===== src/rtl/div16_by8_seq_pkg.sv =====
// Shared definitions for the sequential restoring divider.
package div16_by8_seq_pkg;

  localparam int unsigned NW_DEF = 16;
  localparam int unsigned DW_DEF = 8;
  localparam int unsigned CNT_W  = $clog2(NW_DEF);

  typedef enum logic [1:0] {
    IDLE = 2'd0,
    RUN  = 2'd1,
    DONE = 2'd2
  } state_t;

endpackage


===== src/rtl/div16_by8_seq_div_step.sv =====
// One restoring-division iteration: shift in a dividend bit, trial-subtract.
module div16_by8_seq_div_step #(
  parameter int unsigned DW = 8
) (
  input  logic [DW:0]   pr,
  input  logic          msb,
  input  logic [DW-1:0] divisor,
  output logic [DW:0]   pr_next,
  output logic          qbit
);

  logic [DW:0] shifted;
  logic [DW:0] dvs_ext;

  // Partial remainder is one bit wider than the divisor so the compare never truncates
  always_comb begin
    shifted = {pr[DW-1:0], msb};
    dvs_ext = {1'b0, divisor};
    pr_next = shifted;
    qbit    = 1'b0;
    if (shifted >= dvs_ext) begin
      pr_next = shifted - dvs_ext;
      qbit    = 1'b1;
    end
  end

endmodule


===== src/rtl/div16_by8_seq.sv =====
// Sequential restoring divider, one quotient bit per clock, start/busy/done handshake.
module div16_by8_seq
  import div16_by8_seq_pkg::*;
#(
  parameter int unsigned NW = NW_DEF,
  parameter int unsigned DW = DW_DEF
) (
  input  logic          clk,
  input  logic          rst,
  input  logic          start,
  input  logic [NW-1:0] dividend,
  input  logic [DW-1:0] divisor,
  output logic          busy,
  output logic          done,
  output logic [NW-1:0] quotient,
  output logic [DW-1:0] remainder,
  output logic          ovf,
  output logic          dbz
);

  localparam int unsigned CW = $clog2(NW);

  state_t        state;
  logic [NW-1:0] dvd_sh;
  logic [DW-1:0] dvs;
  logic [DW:0]   pr;
  logic [NW-1:0] q_sh;
  logic [CW-1:0] cnt;

  logic [DW:0]   pr_next;
  logic          qbit;
  logic [NW-1:0] q_new;

  div16_by8_seq_div_step #(.DW(DW)) u_step (
    .pr      (pr),
    .msb     (dvd_sh[NW-1]),
    .divisor (dvs),
    .pr_next (pr_next),
    .qbit    (qbit)
  );

  // Quotient register with the freshly computed bit shifted into the LSB
  always_comb begin
    q_new = {q_sh[NW-2:0], qbit};
  end

  // Control FSM, iteration datapath and registered result outputs
  always_ff @(posedge clk) begin
    if (rst) begin
      state     <= IDLE;
      dvd_sh    <= '0;
      dvs       <= '0;
      pr        <= '0;
      q_sh      <= '0;
      cnt       <= '0;
      busy      <= 1'b0;
      done      <= 1'b0;
      quotient  <= '0;
      remainder <= '0;
      ovf       <= 1'b0;
      dbz       <= 1'b0;
    end else begin
      case (state)
        IDLE: begin
          done <= 1'b0;
          if (start) begin
            busy <= 1'b1;
            if (divisor == '0) begin
              quotient  <= '1;
              remainder <= '0;
              dbz       <= 1'b1;
              ovf       <= 1'b1;
              done      <= 1'b1;
              state     <= DONE;
            end else begin
              dvd_sh <= dividend;
              dvs    <= divisor;
              pr     <= '0;
              q_sh   <= '0;
              cnt    <= '0;
              state  <= RUN;
            end
          end
        end
        RUN: begin
          dvd_sh <= {dvd_sh[NW-2:0], 1'b0};
          pr     <= pr_next;
          q_sh   <= q_new;
          cnt    <= cnt + CW'(1);
          if (cnt == CW'(NW - 1)) begin
            quotient  <= q_new;
            remainder <= pr_next[DW-1:0];
            ovf       <= |q_new[NW-1:DW];
            dbz       <= 1'b0;
            done      <= 1'b1;
            state     <= DONE;
          end
        end
        DONE: begin
          done  <= 1'b0;
          busy  <= 1'b0;
          state <= IDLE;
        end
        default: begin
          done  <= 1'b0;
          busy  <= 1'b0;
          state <= IDLE;
        end
      endcase
    end
  end

endmodule


===== config.mk =====
export PLATFORM = sky130hd
export DESIGN_NAME = div16_by8_seq
export DESIGN_NICKNAME = d
export VERILOG_FILES = /design/src/rtl/div16_by8_seq_pkg.sv /design/src/rtl/div16_by8_seq_div_step.sv /design/src/rtl/div16_by8_seq.sv
export SDC_FILE = /design/constraint.sdc
export NUM_CORES = 1
export LEC_CHECK = 0
export CAP_MARGIN = 20
export CORE_ASPECT_RATIO = 1.2
export CORE_MARGIN = 10
export CORE_UTILIZATION = 50
export CTS_BUF_LIST = sky130_fd_sc_hd__clkbuf_4
export CTS_CLUSTER_DIAMETER = 120
export DETAILED_ROUTE_END_ITERATION = 16
export GPL_TIMING_DRIVEN = 1
export HOLD_SLACK_MARGIN = 0.12
export PLACE_DENSITY = 0.75
export SLEW_MARGIN = 20
export SYNTH_ARGS = -nofsm -noshare
export SYNTH_HDL_FRONTEND = slang
export SYNTH_SLANG_ARGS = --single-unit

===== constraint.sdc =====
create_clock -name clk -period 3.4 [get_ports clk]
set_input_delay 0.68 -clock clk [delete_from_list [all_inputs] [get_ports clk]]
set_output_delay 0.68 -clock clk [all_outputs]
set_load 0.005 [all_outputs]

==> metrics.md, run 1 <==
| Metric | Value |
|---|---|
| Final Skew | `roughly 8.1 ps` |
| Outcome | `finished, final reports clean` |
| Number of synthesized register bits | `81` |
| Critical path class | `input pin to register` |
| Ports | `55` |
| Clock Path Buffers | `2` |
| Reg2reg path depth | `6` |
| Sequential-to-total area share from yosys stat | `45.1%` |
| Clock sinks | `81` |
| CTS tree | `done` |
| RR Endpoint | `pr[1]` |
| Vias | `just over 3000` |
| Die area | `between 10000 and 15000 um^2` |
| Worst Min Path Start | `dvd_sh[12]` |
| Worst Hold Class | `register to register` |
| Syn_nets | `435` |
| Final Hold Viols | `0` |
| Detailed Place HPWL | `between 6000 and 7000 um` |
| Unrepaired setup endpoints after global routing | `false` |
| Synth Cell Area | `between 3000 and 4000 um^2` |
| Peak VDD IR | `around 290 uV` |
| WL/cell | `about 16 um` |
| Worst R2R Start | `pr[4]` |
| Met1 usage | `17.7%` |
| CP max FO | `31` |
| GRT Overall Usage | `between 10% and 20%` |
| Synth cell types | `53` |
| Global-route wire length before repair | `between 10000 and 15000 um` |
| Die Span Y | `roughly 110 um` |
| Prevailing post-synth register cell | `dfxtp_1` |
| Worst-path clk slew | `between 100 and 150 ps` |
| Share of cells above drive strength 1 | `between 10% and 20%` |
| Synth cell count leaders | `dfxtp_1, nor2_1, nand2_1` |
| H-tree levels | `3` |
| WHS Path Cells | `2` |
| PortBufs | `54` |
| Avg Cell Area, Syn | `roughly 9 um^2` |
| Vias in the first global route | `around 3000` |
| Hold Buf Count CTS | `0` |
| Post-CTS setup buffers | `0` |
| Relative slew slack | `a little over a third` |
| Count leader, synth | `dfxtp_1` |
| Gp weighted congestion | `0.802` |
| Initial DRT Pass Iterations | `4` |
| Final min period | `roughly 2400 ps` |
| Detailed Route WL | `between 8000 and 9000 um` |
| Initial Utilization | `between 50% and 60%` |
| Met3 Resource Use GR | `3.77%` |
| Drt first-iter violations | `225` |
| Syn Inst Count | `398` |
| Area leader, netlist | `dfxtp_1` |
| Slew Limit Fails | `0` |
| Area delta synth->final | `18.9%` |
| Total power | `about 0.0019 W` |
| Setup Viol. Count Final | `0` |
| Crit path required time | `roughly 3800 ps` |
| Yosys warning count | `0` |
| Leakage power | `between 1.5 and 2 nW` |
| Post-CTS sizing | `0` |
| Post-route ant nets | `0` |
| Number of enable flip-flop cells after synthesis | `0` |
| Total CTS buffers | `9` |
| NumNets Final | `between 400 and 500` |
| Max-cap viol count | `0` |
| Top cells by area, synth | `dfxtp_1, nor2_1, nand2_1` |
| CP Launch Type | `input pin` |
| PD cells | `approximately 440 nW/um^2` |
| CP endpoint kind | `register` |
| Drt via density | `about 5.7` |
| Rows | `33` |
| Worst slew pin tran | `968 ps` |
| Reg-to-reg slack, setup | `about 1200 ps` |
| Ys async rst share | `0%` |
| FMAX | `roughly 0.42 GHz` |
| Total Negative Setup Slacks | `0 ps` |
| Clock Root Buffer | `clkbuf_4` |
| ANT cells | `0` |
| Latest clock arrival within the worst-skew pair | `430 ps` |
| Hold path endpoint | `dvd_sh[13]` |
| Placed Area | `between 4000 and 5000 um^2` |
| Die width | `a little under 100 um` |
| Critical Path AT | `2770 ps` |
| Core Footprint | `just under 7000 um^2` |
| M2 GR Usage | `26.7%` |
| Top cell type's share of synthesized area | `between 40% and 50%` |
| Global routing's busiest layer | `met2` |
| DRC | `0` |
| Initial antenna violation count | `0` |
| Gr ovfl total | `0` |
| Final Cell Area | `approximately 4300 um^2` |
| Largest net degree at the start of global routing | `34` |
| Crit share post-route | `70.7%` |
==> cell families after synthesis <==
logic type               count (synthesis)  synth area share [%]
adder cells (fa/ha/maj)                 10                  3.69
multiplexers                             8                  2.23
flip-flops                              81                  45.1
AO/OA/AOI/OAI                          108                  24.6
XOR/XNOR                                 3                 0.731
AND/OR/NAND/NOR                        149                  18.7
buffers and inverters                   39                  4.94
==> metal layers <==
| metal | wire length (um) | share of wire, % |
|---|---|---|
| met3 | 491 | 5.6 |
| met2 | 4320 | 50 |
| met5 | 0 | 0 |
| met1 | 3650 | 42 |
| met4 | 244 | 2.8 |
==> critical path: stages <==
cell,delay [ps]
clkdlybuf4s50_1,460
nor4_4,520
a21oi_1,150
o21a_1,540
nand2_1,220
mux2i_1,190
==> layout make-up <==
| type | instances | area, um^2 |
|---|---|---|
| well taps | 87 | 109 |
| clock inverters | 6 | 35.0 |
| inverters | 15 | 56.3 |
| multi-input cells | 278 | 1800 |
| fillers | 584 | 2620 |
| clock buffers | 10 | 75.1 |
| flip-flops and latches | 81 | 1620 |
| repair buffers | 60 | 581 |
==> cells in the final DEF (no fill, tap or decap), types with 3 or more instances in the layout <==
cell type        count
o21a_1               3
clkdlybuf4s50_1     53
buf_4                6
clkinv_2             3
dfxtp_1             81
o221a_2             13
clkbuf_4            10
a22o_1               4
nand2b_1             4
nor3_1               8
a21oi_1             14
inv_1               14
o21ai_0             15
a311oi_1            17
a211oi_1             4
nor2_1              65
mux2i_1              8
ha_1                 9
nor2b_1              4
nand2_1             52
nand3_1              3
a22oi_1             16
or3_1                3
==> power by group <==
group	internal, W	total (W)	switching (W)
Combinational	0.000163	0.000395	0.000232
Clock	0.000154	0.000477	0.000324
Sequential	0.000987	0.00101	0.0000256
==> per-stage QoR <==
stage	std cells	utilization [%]	hold slack [ps]	worst slack (ps)
after CTS	537	62.0	467	990
after floorplan	398	-	449	1410
after detailed placement	521	60.4	448	529
final	537	62.0	472	996
after global routing	537	62.0	481	790
after global placement	521	60.4	440	595
==> worst max path at each step <==
stage / startpoint / to / slack, ps / cells past startpoint
after floorplan: divisor[7] / pr[7] / 1410 / 5
after global placement: divisor[7] / cnt[2] / 590 / 6
after detailed placement: divisor[7] / cnt[2] / 530 / 6
after CTS: divisor[7] / cnt[2] / 990 / 6
after global routing: divisor[7] / dvd_sh[8] / 790 / 6
final: divisor[3] / cnt[2] / 1000 / 6
==> registers in the layout, summed over array words and instances (netlist names) <==
name	flops
quotient	16
dvd_sh	16
ovf	1
state	2
busy	1
remainder	8
cnt	4
dbz	1
q_sh	15
pr	8
done	1
dvs	8
No activity file was read; power rests on OpenSTA's default activity.
==> run 2: changes to the inputs <==
==> constraint.sdc (replaced) <==
create_clock -name clk -period 2.5 [get_ports clk]
set_input_delay 0.5 -clock clk [delete_from_list [all_inputs] [get_ports clk]]
set_output_delay 0.5 -clock clk [all_outputs]
set_load 0.005 [all_outputs]
==> metrics.md, run 2 (synthesis results as in run 1) <==
| Metric | Value |
|---|---|
| Hold Buf Count CTS | `0` |
| Detailed Place HPWL | `around 6300 um` |
| PortBufs | `54` |
| Relative slew slack | `60.9%` |
| H-tree levels | `3` |
| Final worst-path setup slack | `246 ps` |
| GRT Overall Usage | `between 15 and 20%` |
| Crit share post-route | `between 90% and 100%` |
| Clock Root Buffer | `clkbuf_4` |
| Worst slew pin tran | `approximately 590 ps` |
| FMAX | `~0.44 GHz` |
| Final Hold Viols | `0` |
| Gp weighted congestion | `approximately 0.8` |
| Rows | `33` |
| Filler instances | `between 500 and 600` |
| Vias in the first global route | `3123` |
| PD cells | `about 640 nW/um^2` |
| Max-cap viol count | `0` |
| RR Endpoint | `pr[1]` |
| Clock sinks | `81` |
| Final min period | `roughly 2300 ps` |
| Total Negative Setup Slacks | `0 ps` |
| Crit path required time | `between 2000 and 3000 ps` |
| Post-CTS sizing | `0` |
| Slew Limit Fails | `0` |
| Worst R2R Start | `dvs[5]` |
| Slowest-stage cell, CP | `a21o_1` |
| Area delta synth->final | `22.9%` |
| Post-route ant nets | `0` |
| Vias | `3045` |
| CP max FO | `13` |
| ANT cells | `0` |
| Worst Hold Class | `register to register` |
| Most common cell after layout, fill and taps aside | `dfxtp_1` |
| NumNets Final | `approximately 490` |
| Unrepaired setup endpoints after global routing | `false` |
| CP peak stage delay | `around 500 ps` |
| Worst Min Path Start | `remainder[5]` |
| Gr ovfl total | `0` |
| CP Launch Type | `register` |
| Outcome | `finished, final reports clean` |
| Reg-to-reg slack, setup | `around 250 ps` |
| Crit path cell chain | `inv_1, ha_1, nand3_1, o221ai_1, a21o_1, mux2i_1, a22o_1` |
| Initial Utilization | `between 50% and 60%` |
| Placed cells | `about 530` |
| Drt via density | `between 5 and 6` |
| Clock Path Buffers | `2` |
| Initial antenna violation count | `0` |
| Die Span Y | `113 um` |
| WHS Path Cells | `2` |
| Area occupied by multi-input gates | `between 1500 and 2000 um^2` |
| Core Footprint | `approximately 7000 um^2` |
| Most frequent cells in the layout | `dfxtp_1, nor2_1, clkdlybuf4s50_1` |
| Worst-path clk slew | `about 130 ps` |
| Final Skew | `about 16 ps` |
| Area taken by flip-flops and latches | `approximately 1600 um^2` |
| Hold path endpoint | `remainder[5]` |
| Drt first-iter violations | `147` |
| Top Registers | `dvd_sh: 16 flops, quotient: 16 flops, q_sh: 15 flops` |
| DRC | `0` |
| Reg2reg path depth | `7` |
| Non-filler instance count after layout | `around 550` |
| CTS tree | `done` |
| CP endpoint kind | `register` |
| Die area | `roughly 11000 um^2` |
| Leakage power | `roughly 1.7 nW` |
| Setup Viol. Count Final | `0` |
| Initial DRT Pass Iterations | `4` |
| Total CTS buffers | `9` |
| Post-CTS setup buffers | `0` |
| Ports | `between 50 and 60` |
| Share of cells above drive strength 1 | `12.6%` |
| Detailed Route WL | `approximately 8700 um` |
| Critical Path AT | `around 2600 ps` |
| Setup Slack @ Placement | `around 99 ps` |
| Global-route wire length before repair | `~15000 um` |
| Critical path class | `register to register` |
| Latest clock arrival within the worst-skew pair | `around 430 ps` |
| Peak VDD IR | `approximately 440 uV` |
| Die width | `97.4 um` |
| Largest net degree at the start of global routing | `32` |
| WL/cell | `between 15 and 20 um` |
-- run 2: worst max path at each step --
| stage | startpoint | depth (start not counted) | end | slack, ps |
|---|---|---|---|---|
| 6_report | dvs[5] | 7 | pr[1] | 250 |
| 5_1_grt | dvs[5] | 7 | pr[2] | 50 |
| 4_1_cts | dvs[5] | 7 | pr[0] | 250 |
| 3_5_place_dp | divisor[7] | 7 | remainder[7] | 100 |
| 3_3_place_gp | divisor[3] | 7 | remainder[7] | 170 |
| 2_1_floorplan | divisor[7] | 5 | pr[7] | 690 |
-- run 2: power by group --
part / leakage (nW) / total, W / switching, W / internal, W
Clock: 0.0910 / 0.000883 / 0.000460 / 0.000422
Combinational: 0.925 / 0.000554 / 0.000323 / 0.000231
Sequential: 0.659 / 0.00138 / 0.0000330 / 0.00134
Total: 1.67 / 0.00281 / 0.000816 / 0.00200
-- run 2: worst max-delay path: cells and delay by family, from the launching register on --
family	cells	cell delay (ps)
fa+ha+maj	1	400
compound gates	3	1020
buf+inv	1	50
mux	1	210
simple gates	1	150
flops	1	330
-- run 2: metrics by stage --
step / util (%) / instance area, um^2 / hold slack (ps) / total power [W]
after global placement: 61.7 / 4250 / 435 / 0.00194
after detailed placement: 61.7 / 4250 / 444 / 0.00196
after global routing: 64.1 / 4420 / 498 / 0.00295
final: 64.1 / 4420 / 473 / 0.00281
after CTS: 64.1 / 4420 / 473 / 0.00283
after floorplan: - / 3590 / 449 / 0.00181
-- run 2: routing by layer --
| layer | global-route usage [%] | wire [um] |
|---|---|---|
| met1 | 17.8 | 3740 |
| met2 | 26.5 | 4270 |
| met3 | 5.42 | 453 |
| met4 | 6.99 | 207 |
| met5 | 0 | 0 |
-- run 2: layout make-up --
class | instances | area share, %
clock inverter | 6 | 2.07
clock buffer | 10 | 1.70
timing repair buffer | 70 | 15.1
tap | 87 | 2.46
multi-input combinational | 278 | 40.7
sequential | 81 | 36.7
inverter | 15 | 1.27
==> run 3: changes to the inputs <==
--- a/config.mk
+++ b/config.mk
@@ -8,13 +8,13 @@
 export CAP_MARGIN = 20
 export CORE_ASPECT_RATIO = 1.2
 export CORE_MARGIN = 10
-export CORE_UTILIZATION = 50
+export CORE_UTILIZATION = 56
 export CTS_BUF_LIST = sky130_fd_sc_hd__clkbuf_4
 export CTS_CLUSTER_DIAMETER = 120
 export DETAILED_ROUTE_END_ITERATION = 16
 export GPL_TIMING_DRIVEN = 1
 export HOLD_SLACK_MARGIN = 0.12
-export PLACE_DENSITY = 0.75
+export PLACE_DENSITY = 0.82
 export SLEW_MARGIN = 20
 export SYNTH_ARGS = -nofsm -noshare
 export SYNTH_HDL_FRONTEND = slang
==> metrics.md, run 3 (synthesis results as in run 1) <==
| Metric | Value |
|---|---|
| Detailed Place HPWL | `roughly 6400 um` |
| H-tree levels | `3` |
| Placed Area | `4210 um^2` |
| Die area | `between 10000 and 15000 um^2` |
| Initial Utilization | `between 50% and 60%` |
| ANT cells | `0` |
| Most common cell after layout, fill and taps aside | `dfxtp_1` |
| Final min period | `~2200 ps` |
| Crit share post-route | `about nine tenths` |
| Latest clock arrival within the worst-skew pair | `between 400 and 500 ps` |
| Hold path endpoint | `dvd_sh[15]` |
| Peak VDD IR | `between 300 and 400 uV` |
| FMAX | `approximately 0.45 GHz` |
| Drt first-iter violations | `190` |
| Clock Root Buffer | `clkbuf_4` |
| Rows | `31` |
| CTS tree | `done` |
| Worst slew pin tran | `slightly below 600 ps` |
| Final worst-path setup slack | `approximately 260 ps` |
| Vias | `between 3000 and 4000` |
| Ports | `55` |
| Final Skew | `around 18 ps` |
| Post-CTS sizing | `0` |
| RR Endpoint | `pr[0]` |
| Post-CTS setup buffers | `0` |
| Outcome | `finished, final reports clean` |
| GRT Overall Usage | `about 18%` |
| CP max FO | `13` |
| Total Negative Setup Slacks | `0 ps` |
| DRC | `0` |
| Leakage power | `1.62 nW` |
| Gp weighted congestion | `0.838` |
| Vias in the first global route | `~3200` |
| NumNets Final | `486` |
| Setup Slack @ Placement | `-11.9 ps` |
| Hold Buf Count CTS | `0` |
| Reg-to-reg slack, setup | `roughly 260 ps` |
| Initial DRT Pass Iterations | `5` |
| WL/cell | `16.3 um` |
| CP Launch Type | `register` |
| CP endpoint kind | `register` |
| Critical path class | `register to register` |
| Area delta synth->final | `20.4%` |
| Worst Hold Class | `register to register` |
| Gr ovfl total | `0` |
| Most frequent cells in the layout | `dfxtp_1, nor2_1, clkdlybuf4s50_1` |
| Slew Limit Fails | `0` |
| Drt via density | `5.90` |
| Post-route ant nets | `0` |
| WHS Path Cells | `2` |
| Crit path required time | `approximately 2800 ps` |
| Detailed Route WL | `about 8700 um` |
| PortBufs | `54` |
| Clock Path Buffers | `2` |
| Relative slew slack | `around 61%` |
| Final Cell Area | `approximately 4300 um^2` |
| Core Footprint | `slightly above 6000 um^2` |
| Initial antenna violation count | `0` |
| PD cells | `between 500 and 600 nW/um^2` |
| Clock sinks | `~80` |
| Top Registers | `dvd_sh: 16 flops, quotient: 16 flops, q_sh: 15 flops` |
| Worst R2R Start | `pr[4]` |
| Final Hold Viols | `0` |
| Reg2reg path depth | `6` |
| Total CTS buffers | `9` |
| Critical Path AT | `2570 ps` |
| Worst-path clk slew | `approximately 130 ps` |
| Die Span Y | `approximately 110 um` |
| Die width | `93.1 um` |
| Largest net degree at the start of global routing | `32` |
| Filler instances | `between 500 and 600` |
| Share of cells above drive strength 1 | `10.8%` |
| Setup Viol. Count Final | `0` |
| Worst Min Path Start | `dvd_sh[14]` |
| Max-cap viol count | `0` |
| Unrepaired setup endpoints after global routing | `false` |
| Global-route wire length before repair | `~15000 um` |
-- run 3: cell count changes in the layout (fill, tap and decap cells not counted) --
cell	delta
clkinv_1	+3
clkinv_2	-1
buf_4	-7
clkbuf_4	-1
clkinvlp_4	+1
bufinv_16	-2
buf_12	+1
-- run 3: per-stage QoR --
step / instances / power [W] / hold slack [ps] / utilization [%]
2_1_floorplan: 398 / 0.00181 / 449 / -
3_3_place_gp: 520 / 0.00194 / 445 / 68.7
3_5_place_dp: 520 / 0.00196 / 457 / 68.7
4_1_cts: 536 / 0.00259 / 475 / 70.6
5_1_grt: 536 / 0.00271 / 505 / 70.6
6_report: 536 / 0.00258 / 474 / 70.6
-- run 3: worst max-delay path by stage --
stage                from  cells past startpoint  slack, ps      endpoint
2_1_floorplan  divisor[7]                      5        690         pr[7]
3_3_place_gp   divisor[3]                      6         50  remainder[7]
3_5_place_dp   divisor[3]                      6        -10  remainder[7]
4_1_cts             pr[4]                      6        260         pr[0]
5_1_grt            dvs[5]                      7         60         pr[1]
6_report            pr[4]                      6        260         pr[0]
-- run 3: worst max-delay path, stage by stage (launching register included) --
cell and delay (ps):
dfxtp_1 370, ha_1 430, nand3_1 140, o221ai_1 230, a21o_1 490, mux2i_1 200
a22o_1 270
-- run 3: where the power goes --
| group | switching [W] | internal [W] |
|---|---|---|
| Clock | 0.000441 | 0.000201 |
| Combinational | 0.000323 | 0.000231 |
| Sequential | 0.0000370 | 0.00134 |
| Total | 0.000801 | 0.00177 |
-- run 3: cell type report --
cell class | instances | area, um^2 | share of cell area, %
Inverter | 15 | 56.3 | 1.30
Sequential cell | 81 | 1620 | 37.5
Timing Repair Buffer | 64 | 636 | 14.7
Multi-Input combinational cell | 278 | 1800 | 41.5
Clock inverter | 7 | 45.0 | 1.04
Tap cell | 82 | 103 | 2.37
Clock buffer | 9 | 67.6 | 1.56
-- run 3: routing by layer --
| layer | up-vias | share of wire, % | global-route usage [%] |
|---|---|---|---|
| li1 | 1536 | - | - |
| met1 | 1527 | 41 | 19.1 |
| met2 | 81 | 52 | 32.0 |
| met3 | 19 | 4.5 | 4.88 |
| met4 | 0 | 2.6 | 7.73 |
| met5 | - | 0 | 0 |
